$ cat config.mk
export PLATFORM = sky130hd
export DESIGN_NAME = dircc_avalon_st_packet_sender_multi
export DESIGN_NICKNAME = d
export VERILOG_FILES = /design/src/rtl/dircc_avalon_st_packet_sender_multi.sv
export SDC_FILE = /design/constraint.sdc
export NUM_CORES = 1
export LEC_CHECK = 0
export CORE_MARGIN = 2
export CORE_UTILIZATION = 43
export DETAILED_ROUTE_END_ITERATION = 6
export DONT_BUFFER_PORTS = 1
export SLEW_MARGIN = 10
export SYNTH_ARGS = -nofsm -noshare
export SYNTH_HDL_FRONTEND = slang
export SYNTH_SLANG_ARGS = --single-unit
$ cat constraint.sdc
create_clock -name clk -period 7.32 [get_ports clk]
set_input_delay 1.098 -clock clk [delete_from_list [all_inputs] [get_ports clk]]
set_output_delay 1.098 -clock clk [all_outputs]
set_load 0.05 [all_outputs]
$ cat src/rtl/dircc_avalon_st_packet_sender_multi.sv
// Buffers up to FIFO_DEPTH whole packets and serialises them onto an Avalon-ST source.
// Define DIRCC_PKT_SENDER_LAMPORT_EN to stamp W4 of each packet with a running Lamport count.
module dircc_avalon_st_packet_sender_multi #(
    parameter int unsigned DATA_WIDTH    = 32,
    parameter int unsigned PAYLOAD_WORDS = 3,
    parameter int unsigned FIFO_DEPTH    = 2,
    localparam int unsigned PACKET_BITS  = 32 * (5 + PAYLOAD_WORDS),
    localparam int unsigned CNT_W        = $clog2(FIFO_DEPTH) + 1,
    localparam int unsigned EMPTY_W      = (DATA_WIDTH > 16) ? $clog2(DATA_WIDTH / 8) : 1
) (
`ifdef DIRCC_PKT_SENDER_LAMPORT_EN
    output logic [31:0]             lamport_count,
`endif
    input  logic                    clk,
    input  logic                    reset_n,
    input  logic [PACKET_BITS-1:0]  packet_data,
    input  logic                    write_packet,
    output logic                    packet_ready,
    output logic                    sending,
    output logic [CNT_W-1:0]        packets_pending,
    output logic [DATA_WIDTH-1:0]   output_data,
    output logic                    output_valid,
    input  logic                    output_ready,
    output logic                    output_startofpacket,
    output logic                    output_endofpacket,
    output logic [EMPTY_W-1:0]      output_empty
);

    localparam int unsigned R         = DATA_WIDTH / 32;
    localparam int unsigned N         = 5 + PAYLOAD_WORDS;
    localparam int unsigned BEATS     = (N + R - 1) / R;
    localparam int unsigned SHREG_W   = BEATS * DATA_WIDTH;
    localparam int unsigned PTR_W     = $clog2(FIFO_DEPTH);
    localparam int unsigned BEAT_W    = (BEATS > 1) ? $clog2(BEATS) : 1;
    localparam int unsigned EMPTY_VAL = 4 * (BEATS * R - N);
    localparam logic [BEAT_W-1:0] LAST_BEAT = BEAT_W'(BEATS - 1);

    typedef enum logic [0:0] {StIdle, StSend} state_e;

    state_e                 state_q, state_d;
    logic [BEAT_W-1:0]      beat_q, beat_d;
    logic [SHREG_W-1:0]     shreg_q, shreg_d;
    logic [PACKET_BITS-1:0] mem_q [FIFO_DEPTH];
    logic [PTR_W-1:0]       wr_ptr_q, rd_ptr_q;
    logic [CNT_W-1:0]       fifo_cnt_q, fifo_cnt_d;
    logic                   wrote_q;
    logic                   packet_ready_q, packet_ready_d;
    logic [CNT_W:0]         occupancy_d;
    logic                   accept, pop, can_pop;
    logic [SHREG_W-1:0]     load_val;
`ifdef DIRCC_PKT_SENDER_LAMPORT_EN
    logic [31:0]            lamport_q;
`endif

    assign accept = write_packet & packet_ready_q;
    // A packet written on the last edge is not yet visible to the reader, giving the
    // two-edge write-to-sop latency.
    assign can_pop = fifo_cnt_q > CNT_W'(wrote_q);

    always_comb begin
        load_val = '0;
        load_val[PACKET_BITS-1:0] = mem_q[rd_ptr_q];
        load_val[39:32]  = 8'h00;
        load_val[103:96] = 8'h00;
`ifdef DIRCC_PKT_SENDER_LAMPORT_EN
        load_val[159:128] = lamport_q;
`endif
    end

    always_comb begin
        state_d = state_q;
        beat_d  = beat_q;
        shreg_d = shreg_q;
        pop     = 1'b0;
        case (state_q)
            StIdle: begin
                if (can_pop) begin
                    pop     = 1'b1;
                    state_d = StSend;
                    beat_d  = '0;
                    shreg_d = load_val;
                end
            end
            StSend: begin
                if (output_ready) begin
                    if (beat_q == LAST_BEAT) begin
                        beat_d = '0;
                        if (can_pop) begin
                            pop     = 1'b1;
                            shreg_d = load_val;
                        end else begin
                            state_d = StIdle;
                            shreg_d = '0;
                        end
                    end else begin
                        beat_d  = beat_q + BEAT_W'(1);
                        shreg_d = shreg_q >> DATA_WIDTH;
                    end
                end
            end
            default: state_d = StIdle;
        endcase
    end

    // The in-flight packet keeps its slot until its eop is accepted.
    always_comb begin
        fifo_cnt_d     = fifo_cnt_q + CNT_W'(accept) - CNT_W'(pop);
        occupancy_d    = {1'b0, fifo_cnt_d} + (CNT_W + 1)'(state_d == StSend);
        packet_ready_d = occupancy_d < (CNT_W + 1)'(FIFO_DEPTH);
    end

    always_ff @(posedge clk) begin
        if (!reset_n) begin
            state_q        <= StIdle;
            beat_q         <= '0;
            shreg_q        <= '0;
            wr_ptr_q       <= '0;
            rd_ptr_q       <= '0;
            fifo_cnt_q     <= '0;
            wrote_q        <= 1'b0;
            packet_ready_q <= 1'b1;
        end else begin
            state_q        <= state_d;
            beat_q         <= beat_d;
            shreg_q        <= shreg_d;
            wr_ptr_q       <= wr_ptr_q + PTR_W'(accept);
            rd_ptr_q       <= rd_ptr_q + PTR_W'(pop);
            fifo_cnt_q     <= fifo_cnt_d;
            wrote_q        <= accept;
            packet_ready_q <= packet_ready_d;
        end
    end

    always_ff @(posedge clk) begin
        if (accept) begin
            mem_q[wr_ptr_q] <= packet_data;
        end
    end

`ifdef DIRCC_PKT_SENDER_LAMPORT_EN
    always_ff @(posedge clk) begin
        if (!reset_n) begin
            lamport_q <= '0;
        end else begin
            lamport_q <= lamport_q + 32'(pop);
        end
    end

    assign lamport_count = lamport_q;
`endif

    assign sending              = (state_q == StSend);
    assign output_valid         = sending;
    assign output_data          = shreg_q[DATA_WIDTH-1:0];
    assign output_startofpacket = sending && (beat_q == '0);
    assign output_endofpacket   = sending && (beat_q == LAST_BEAT);
    assign output_empty         = output_endofpacket ? EMPTY_W'(EMPTY_VAL) : '0;
    assign packet_ready         = packet_ready_q;
    assign packets_pending      = fifo_cnt_q;

endmodule

Word level (Yosys, flattened, before mapping)
Memories as Yosys holds them, arrays and structs flattened. A register that Yosys moved wholly into a read port is not among the register bits.
Cells that the tools add are included.
{"block": "classes", "order_cmp": 2, "bitwise_logic": 2, "addsub": 6, "n_mux": 19, "eq_ne": 3, "n_reduce_logical": 4}
{"operator": "2-to-1 mux 256 bit", "count": 4}
{"operator": "one-hot mux 256 bit (2 select lines)", "count": 1}
{"operator": "2-to-1 mux 3 bit", "count": 3}
{"operator": "2-to-1 mux 1 bit", "count": 8}
{"operator": "one-hot mux 3 bit (2 select lines)", "count": 1}
{"operator": "inequality test 2 bit (second input constant)", "count": 2}
{"operator": "one-hot mux 1 bit (2 select lines)", "count": 2}
{"operator": "adder 2 x 1 -> 3 bit", "count": 1}
{"operator": "adder 3 x 1 -> 3 bit (second input constant)", "count": 1}
{"operator": "== test 3 bit (second input constant)", "count": 1}
{"operator": "logical NOT 3 bit", "count": 1}
{"operator": "< comparator 3 x 2 -> 1 bit (second input constant)", "count": 1}
{"operator": "adder 1 bit", "count": 2}
{"operator": "adder 2 x 1 -> 2 bit", "count": 1}
{"operator": "> comparator 2 x 1 -> 1 bit", "count": 1}
{"operator": "logical AND 1 bit", "count": 2}
{"operator": "AND reduction 2 bit", "count": 1}
{"operator": "subtractor 2 x 1 -> 2 bit", "count": 1}
{"operator": "bitwise AND 1 bit", "count": 1}
{"operator": "NOT 1 bit", "count": 1}
{"block": "totals", "ff_bits": 266, "output_inout_bits": 41, "ramBits": 512, "inputBits": 260, "n_memories": 1, "wordCells": 45}
{"memory": "mem_q", "depth": 2, "width": 256, "rd": 1, "rd_ports_with_merged_regs": 1, "write_ports": 1, "line_no": "43", "source": "logic [PACKET_BITS-1:0] mem_q [FIFO_DEPTH];"}

Longest topological paths before layout
Gate-level depths: netlist of the first run.
{"block": "depth", "depth_word": 8, "depth_mapped": 12, "depth_no_buf": 11}

Least setup slack after synthesis of the first run
Ideal clock, no wire load.
{"block": "synth_path", "kind": "input to register", "start": "in write_packet", "end": "mem mem_q[1][0] (netlist name) (enable)", "setup_slack_ps": -101, "required_ps": 6688, "path_stages": 3, "arrival_time_ps": 6789, "setup_ps": 632, "cell_sequence": "nand2_1 -> inv_1 -> ha_1"}
{"block": "synth_via", "elab_chain_cells": 3}
{"element": "start, declared", "line_no": "17", "source": "input logic write_packet,"}
{"element": "bitwise AND 1 bit", "line_no": "55", "source": "assign accept = write_packet & packet_ready_q;"}
{"element": "via accept", "line_no": "49", "source": "logic accept, pop, can_pop;"}
{"element": "2-to-1 mux 1 bit", "line_no": "135", "source": "if (accept) begin"}
{"element": "2-to-1 mux 1 bit (implied by the code)", "line_no": "136", "source": "mem_q[wr_ptr_q] <= packet_data;"}
{"element": "end, declared", "line_no": "43"}
The timed path passes the listed nets, and every way through them passes these cells.

Final worst setup path of the first run
{"block": "layout_path", "start": "reg fifo_cnt_q[0], in the netlist packets_pending[0]", "end": "reg shreg_q[125]"}
{"block": "layout_via", "elab_chain_cells": 5}
{"element": "start, declared", "line_no": "45", "source": "logic [CNT_W-1:0] fifo_cnt_q, fifo_cnt_d;"}
{"element": "start signal, assigned", "line_no": "128", "source": "fifo_cnt_q <= fifo_cnt_d;"}
{"element": "> comparator 2 x 1 -> 1 bit *", "line_no": "58", "source": "assign can_pop = fifo_cnt_q > CNT_W'(wrote_q);"}
{"element": "2-to-1 mux 256 bit", "line_no": "88", "source": "if (can_pop) begin"}
{"element": "2-to-1 mux 256 bit", "line_no": "86", "source": "if (beat_q == LAST_BEAT) begin"}
{"element": "2-to-1 mux 256 bit", "line_no": "85", "source": "if (output_ready) begin"}
{"element": "one-hot mux 256 bit (2 select lines)", "line_no": "75", "source": "case (state_q)"}
{"element": "end signal, assigned", "line_no": "125", "source": "shreg_q <= shreg_d;"}
{"element": "end, declared", "line_no": "42", "source": "logic [SHREG_W-1:0] shreg_q, shreg_d;"}
Mark *: on every way between the ends. The rest lies on a longest branch, timed or not. The select of a mux whose other input is x is not followed.
A chain may end at the register's enable or synchronous reset.

==> impl_metrics.json, run 1 <==
{
  "clock_sinks": 747,
  "chipWidth_microns": 262,
  "drt_iter0_drc": 1390,
  "crit_type": "reg -> reg",
  "routed_wl_mm": 70.6,
  "final_cells": 2794,
  "route.detailed.drc": 0,
  "clk_pin_slew_ns": 0.06,
  "cts_tree": "built",
  "syn-cell-area_sq_mm": 0.0285,
  "grt_first_pass_wirelength_mm": 102,
  "path_delay_family": "buffers and inverters",
  "cts_made_buffers": 79,
  "tightest_slew_ns": 1.13,
  "ys.flop_type": "edfxtp_1",
  "r2r_setup_slack_ns": 3.69,
  "grt_antenna_before_repair": 8,
  "die_area_sq_mm": 0.0684,
  "die_y_microns": 262,
  "powerDensity_mw_per_mm2": 451,
  "ff2ff_path_depth": 8,
  "nNetsFinal": 2130,
  "leakage_nw": 10.4,
  "setup_viol": 0,
  "final_core_util": 0.475,
  "grtUsageMet3": 0.0712,
  "finClkSkew_ns": 0.0269,
  "hold_depth": 2,
  "use_met1": 0.245,
  "core_sq_mm": 0.0657,
  "fmax_mhz": 276,
  "drive_above_1_share": 0.214,
  "startpoint": "packets_pending[0]",
  "dp_hpwl_mm": 41.8,
  "min_period_over_period": 0.495,
  "start_kind": "register",
  "htreeDepth": 3,
  "grtUsageMet2": 0.334,
  "crit_path_max_fanout": 83,
  "cp_slowest_cell": "buf_4",
  "p_total_w": 0.0141,
  "place_ws_ns": 3.77,
  "grt_max_degree": 267,
  "min-delay-start": "shreg_q[97]",
  "crit_arrival_ns": 4.19,
  "synthCells": 1954,
  "ys_async_sr_fraction": 0,
  "hold_path_class": "reg -> reg",
  "fin_crit_ns": 3.63,
  "io_buffers": 0,
  "ys_seq_elements": 747,
  "slew_viol_final": 0,
  "status": "finished clean",
  "viasPerCell": 5.73,
  "synth_cell_types": 31,
  "syn_avg_cell_area_sq_um": 14.6,
  "groute.usage.overall": 0.202,
  "cts_root_buf": "clkbuf_16",
  "holdPathEnd": "shreg_q[97]",
  "ir_worst_vdd_uv": 339,
  "cts_resized": 0,
  "wire_per_inst_microns": 25.3,
  "grt_pass1_vias": 16000,
  "crit_top_cell": "buf_4",
  "cts_hold_buffers": 0,
  "finalHoldViolCount": 0,
  "worst_hold_slack_ns": 0.457,
  "crit_chain": "inv_1, ha_1, o21bai_4, mux2i_4, buf_4, buf_4, a221oi_1, nor2_1",
  "place.gp.congestion": 0.785,
  "finalWorstSetupSlack_ns": 3.69,
  "critPathRequiredTime_ns": 7.88,
  "clock_latency_ns": 0.64,
  "io_pins": 301,
  "start_util": 0.434,
  "end_kind": "register",
  "place_inst": 2645,
  "vias": 16000,
  "yosysSeqAreaShare": 0.693,
  "busiest_layer": "met2",
  "reg2reg_from": "packets_pending[0]",
  "max-slew-margin-rel": 0.247,
  "max_cap_viol_count": 0,
  "gr-total-overflow": 0,
  "slowest_delay_ns": 0.82,
  "nFillCells": 5647,
  "rows": 94,
  "worst-path-buf-inv": 3,
  "r2r-end": "shreg_q[125]",
  "rsz0062_at_grt": "no",
  "clock_path_buffers": 3,
  "yosys_warnings": 0,
  "synth-edff-count": 480,
  "post_cts_buffers": 0,
  "drtPass1Iterations": 7,
  "drtAntennaViolNets": 0,
  "syn_to_final_growth_pct": 9.52
}
-- metal layers --
layer	part of all wire	routed length, microns
met5	0.0013	95
met4	0.031	2220
met3	0.090	6350
met2	0.49	34600
met1	0.39	27400
-- state kept, by name, summed over array words and instances, names as in the netlist, named ones only --
signal           cells
beat_q               3
mem_q              480
output_valid         1
packets_pending      2
rd_ptr_q             1
wr_ptr_q             1
shreg_q            256
wrote_q              1
packet_ready         1
-- layout make-up --
| class | count | area, sq um | area share |
|---|---|---|---|
| antenna | 2 | 5.00 | 0.000160 |
| timing repair buffer | 20 | 188 | 0.00601 |
| clock buffer | 119 | 2300 | 0.0736 |
| sequential | 747 | 19800 | 0.633 |
| inverter | 7 | 26.3 | 0.000841 |
| tap | 864 | 1080 | 0.0346 |
| multi-input combinational | 1007 | 7590 | 0.243 |
| clock inverter | 28 | 297 | 0.00949 |
-- logic make-up after synthesis --
group                      after synthesis  synth area share
other                                    1          0.000131
xor gates and xnor gates                 3          0.000921
adders and majority gates                8           0.00351
DFF                                    747             0.693
buffers and inverters                  201            0.0439
and+or+nand+nor                        279            0.0418
AOI/OAI and AO/OA                      473             0.121
muxes                                  242            0.0959
-- cell usage in the layout, fill, tap and decap left out, types with 3 or more instances in the layout --
cell type,count
clkinv_1,6
nor2_1,210
buf_4,17
inv_1,7
ha_1,6
a22oi_1,43
nand2_1,9
a221oi_1,183
clkbuf_8,13
clkbuf_16,81
clkinv_2,9
o21ai_0,208
and2_1,6
edfxtp_1,480
dfxtp_1,265
nor2b_1,46
buf_12,3
a21boi_1,6
mux2_2,240
nand3_1,5
clkbuf_1,25
a221oi_2,25
-- cells in the mapped netlist (2+ instances only) --
master / count / area, sq um
a21boi_1: 6 / 45.0
a221oi_1: 183 / 1600
a221oi_2: 25 / 375
a22oi_1: 43 / 323
a32oi_1: 2 / 17.5
and2_1: 6 / 37.5
buf_2: 65 / 325
buf_4: 39 / 293
buf_6: 36 / 405
clkbuf_1: 54 / 203
dfxtp_1: 267 / 5350
edfxtp_1: 480 / 14400
ha_1: 8 / 100
inv_1: 7 / 26.3
mux2_2: 241 / 2710
nand2_1: 9 / 33.8
nand3_1: 5 / 25.0
nor2_1: 210 / 788
nor2b_1: 47 / 294
o21a_1: 2 / 15.0
o21ai_0: 208 / 1040
xnor2_1: 2 / 17.5
-- worst max-delay path by stage --
stage / endpoint / slack, ns / cells after the start
after floorplan: mem_q[1][0] / -0.10 / 3
after global placement: shreg_q[125] / 3.82 / 8
after detailed placement: shreg_q[34] / 3.77 / 7
after CTS: shreg_q[34] / 3.74 / 7
after global routing: shreg_q[125] / 3.52 / 8
final: shreg_q[125] / 3.69 / 8
-- per-stage QoR --
stage	cell area [sq um]	TNS, ns
after floorplan	28500	-48.63
after global placement	28600	0
after detailed placement	28600	0
after CTS	31200	0
after global routing	31200	0
final	31200	0
-- worst register-to-register path, cell delays in order, from the launching register on --
cell	delay, ns
dfxtp_1	0.72
inv_1	0.10
ha_1	0.36
o21bai_4	0.10
mux2i_4	0.15
buf_4	0.82
buf_4	0.86
a221oi_1	0.27
nor2_1	0.17
-- power by group --
group          leakage (nW)  switching (W)  internal, W
Combinational          2.49        0.00221      0.00133
Clock                  1.26        0.00166      0.00227
Sequential             6.66        0.00101      0.00561
(Power assumes the default switching activity.)
==> run 2: changes to the inputs <==
- clock period: 7.32 -> 3.4 ns (I/O delays scaled with it)
==> run 2 against run 1 <==
Effect of this change: non-clock buffer count grew 279; worst setup slack lost 2.9 ns; final cell count up 10%; power increased by 120%; utilization is 4.5 points higher; first-iteration DRC count rose by 25%; cell area rose by 9.4%; register-to-register slack got worse by 2.9 ns; critical path depth is the same; clock power up 120%; worst hold slack worse by 0.41 ns; die area unchanged.
==> impl_metrics.json, run 2 (synthesis gave the netlist of run 1 again) <==
{
  "cts_root_buf": "clkbuf_16",
  "place.gp.congestion": 0.848,
  "routed_wl_mm": 72.8,
  "tns_ns": 0,
  "regMostFlops": "mem_q",
  "htreeDepth": 3,
  "crit_path_max_fanout": 64,
  "drtPass1Iterations": 5,
  "place_inst": 2684,
  "largest_reg_flops": 480,
  "worst-path-buf-inv": 3,
  "end_kind": "register",
  "place_ws_ns": 0.886,
  "cts_made_buffers": 78,
  "leakage_nw": 11.7,
  "cp_slowest_cell": "a221oi_1",
  "fmax_mhz": 380,
  "min_period_over_period": 0.774,
  "path_delay_family": "compound AO/OA/AOI/OAI gates",
  "core_sq_mm": 0.0657,
  "status": "finished clean",
  "clock_latency_ns": 0.64,
  "drt_iter0_drc": 1733,
  "final_cell_mix": "edfxtp_1, dfxtp_1, mux2_2, dlygate4sd3_1, nor2_1",
  "drtAntennaViolNets": 0,
  "clock_path_buffers": 3,
  "drive_above_1_share": 0.206,
  "max_cap_viol_count": 0,
  "tightest_slew_ns": 0.980,
  "io_pins": 301,
  "clock_sinks": 747,
  "crit_type": "reg -> reg",
  "rows": 94,
  "wire_per_inst_microns": 23.7,
  "grt_pass1_vias": 17300,
  "chipWidth_microns": 262,
  "routed-wl-met2_mm": 36.4,
  "top_layer": "met5",
  "rsz0062_at_grt": "no",
  "grt_max_degree": 267,
  "crit_arrival_ns": 3.11,
  "slew_viol_final": 0,
  "worst_hold_slack_ns": 0.0452,
  "reg2reg_from": "packets_pending[0]",
  "drt-met1-wl_mm": 30.0,
  "finClkSkew_ns": 0.0271,
  "syn_to_final_growth_pct": 19.9,
  "hold_path_class": "in -> reg",
  "powerDensity_mw_per_mm2": 915,
  "die_area_sq_mm": 0.0684,
  "startpoint": "packets_pending[0]",
  "grt_antenna_before_repair": 12,
  "dp_hpwl_mm": 45.2,
  "cts_tree": "built",
  "final_area_sq_mm": 0.0342,
  "io_buffers": 0,
  "die_y_microns": 262,
  "post_cts_buffers": 0,
  "vias": 17100,
  "nNetsFinal": 2408,
  "route.detailed.drc": 0,
  "finalHoldViolCount": 0,
  "critPathRequiredTime_ns": 3.87,
  "start_util": 0.434,
  "slowest_delay_ns": 0.86,
  "max-slew-margin-rel": 0.347,
  "clk_pin_slew_ns": 0.06,
  "fin_crit_ns": 2.63,
  "layout_commonest_cell": "edfxtp_1",
  "final_cells": 3075,
  "gr-total-overflow": 0,
  "grt_first_pass_wirelength_mm": 107,
  "met3WireLength_mm": 4.93,
  "groute.usage.overall": 0.209,
  "min-delay-start": "reset_n",
  "finalWorstSetupSlack_ns": 0.767,
  "crit_chain": "buf_4, inv_1, ha_1, o21ba_2, o21ai_4, buf_12, a221oi_1, nor2_1",
  "viasPerCell": 5.56,
  "setup_viol": 0,
  "ir_worst_vdd_uv": 468,
  "reg_top3": "mem_q (480), shreg_q (256), beat_q (3)",
  "placed_area_sq_mm": 0.0292,
  "start_kind": "register"
}
[run 2: cell types whose count changed in the layout (fill, tap and decap cells not counted), sizes merged, moves of 3 or more]
cell         before  now
diode             2    5
bufinv            2    5
buf              20   59
clkbuf          119  109
clkinv           19   25
dlygate4sd3       0  240
[run 2: routing by layer]
layer  GRT usage  vias to the layer above
met4      0.0576                       14
met5           0                        -
li1            -                     7851
met3      0.0492                      103
met2       0.352                      529
met1       0.270                     8599
[run 2: metrics by stage]
stage | util | power (W)
finish | 0.520 | 0.0313
global route | 0.520 | 0.0328
CTS | 0.520 | 0.0316
detailed placement | 0.444 | 0.0227
global placement | 0.444 | 0.0226
floorplan | - | 0.0202
[run 2: final cells by class]
type	count	area, sq um
fillers	5470	31500
flip-flops and latches	747	19800
multi-input cells	1007	7590
repair buffers	299	3130
clock buffers	109	2210
well taps	864	1080
clock inverters	37	383
inverters	7	26.3
diodes	5	12.5
[run 2: what timing repair did]
action | in CTS | in global routing
hold buffers | 240 | 0
gates resized for setup | 0 | 0
endpoints found under the hold margin | 480 | 0
[run 2: where the power goes]
group	total (W)	leakage, nW	internal [W]	switching [W]
Clock	0.00852	1.27	0.00497	0.00355
Sequential	0.0140	6.66	0.0121	0.00197
Combinational	0.00876	3.77	0.00347	0.00529
[run 2: worst paths after layout]
| path | endpoint | slack (ns) | cells past startpoint |
|---|---|---|---|
| worst max-delay path | shreg_q[116] | 0.77 | 8 |
| worst min-delay path | shreg_q[248] | 0.05 | 1 |
| worst max register to register | shreg_q[116] | 0.77 | 8 |
| worst min register to register | shreg_q[33] | 0.45 | 2 |
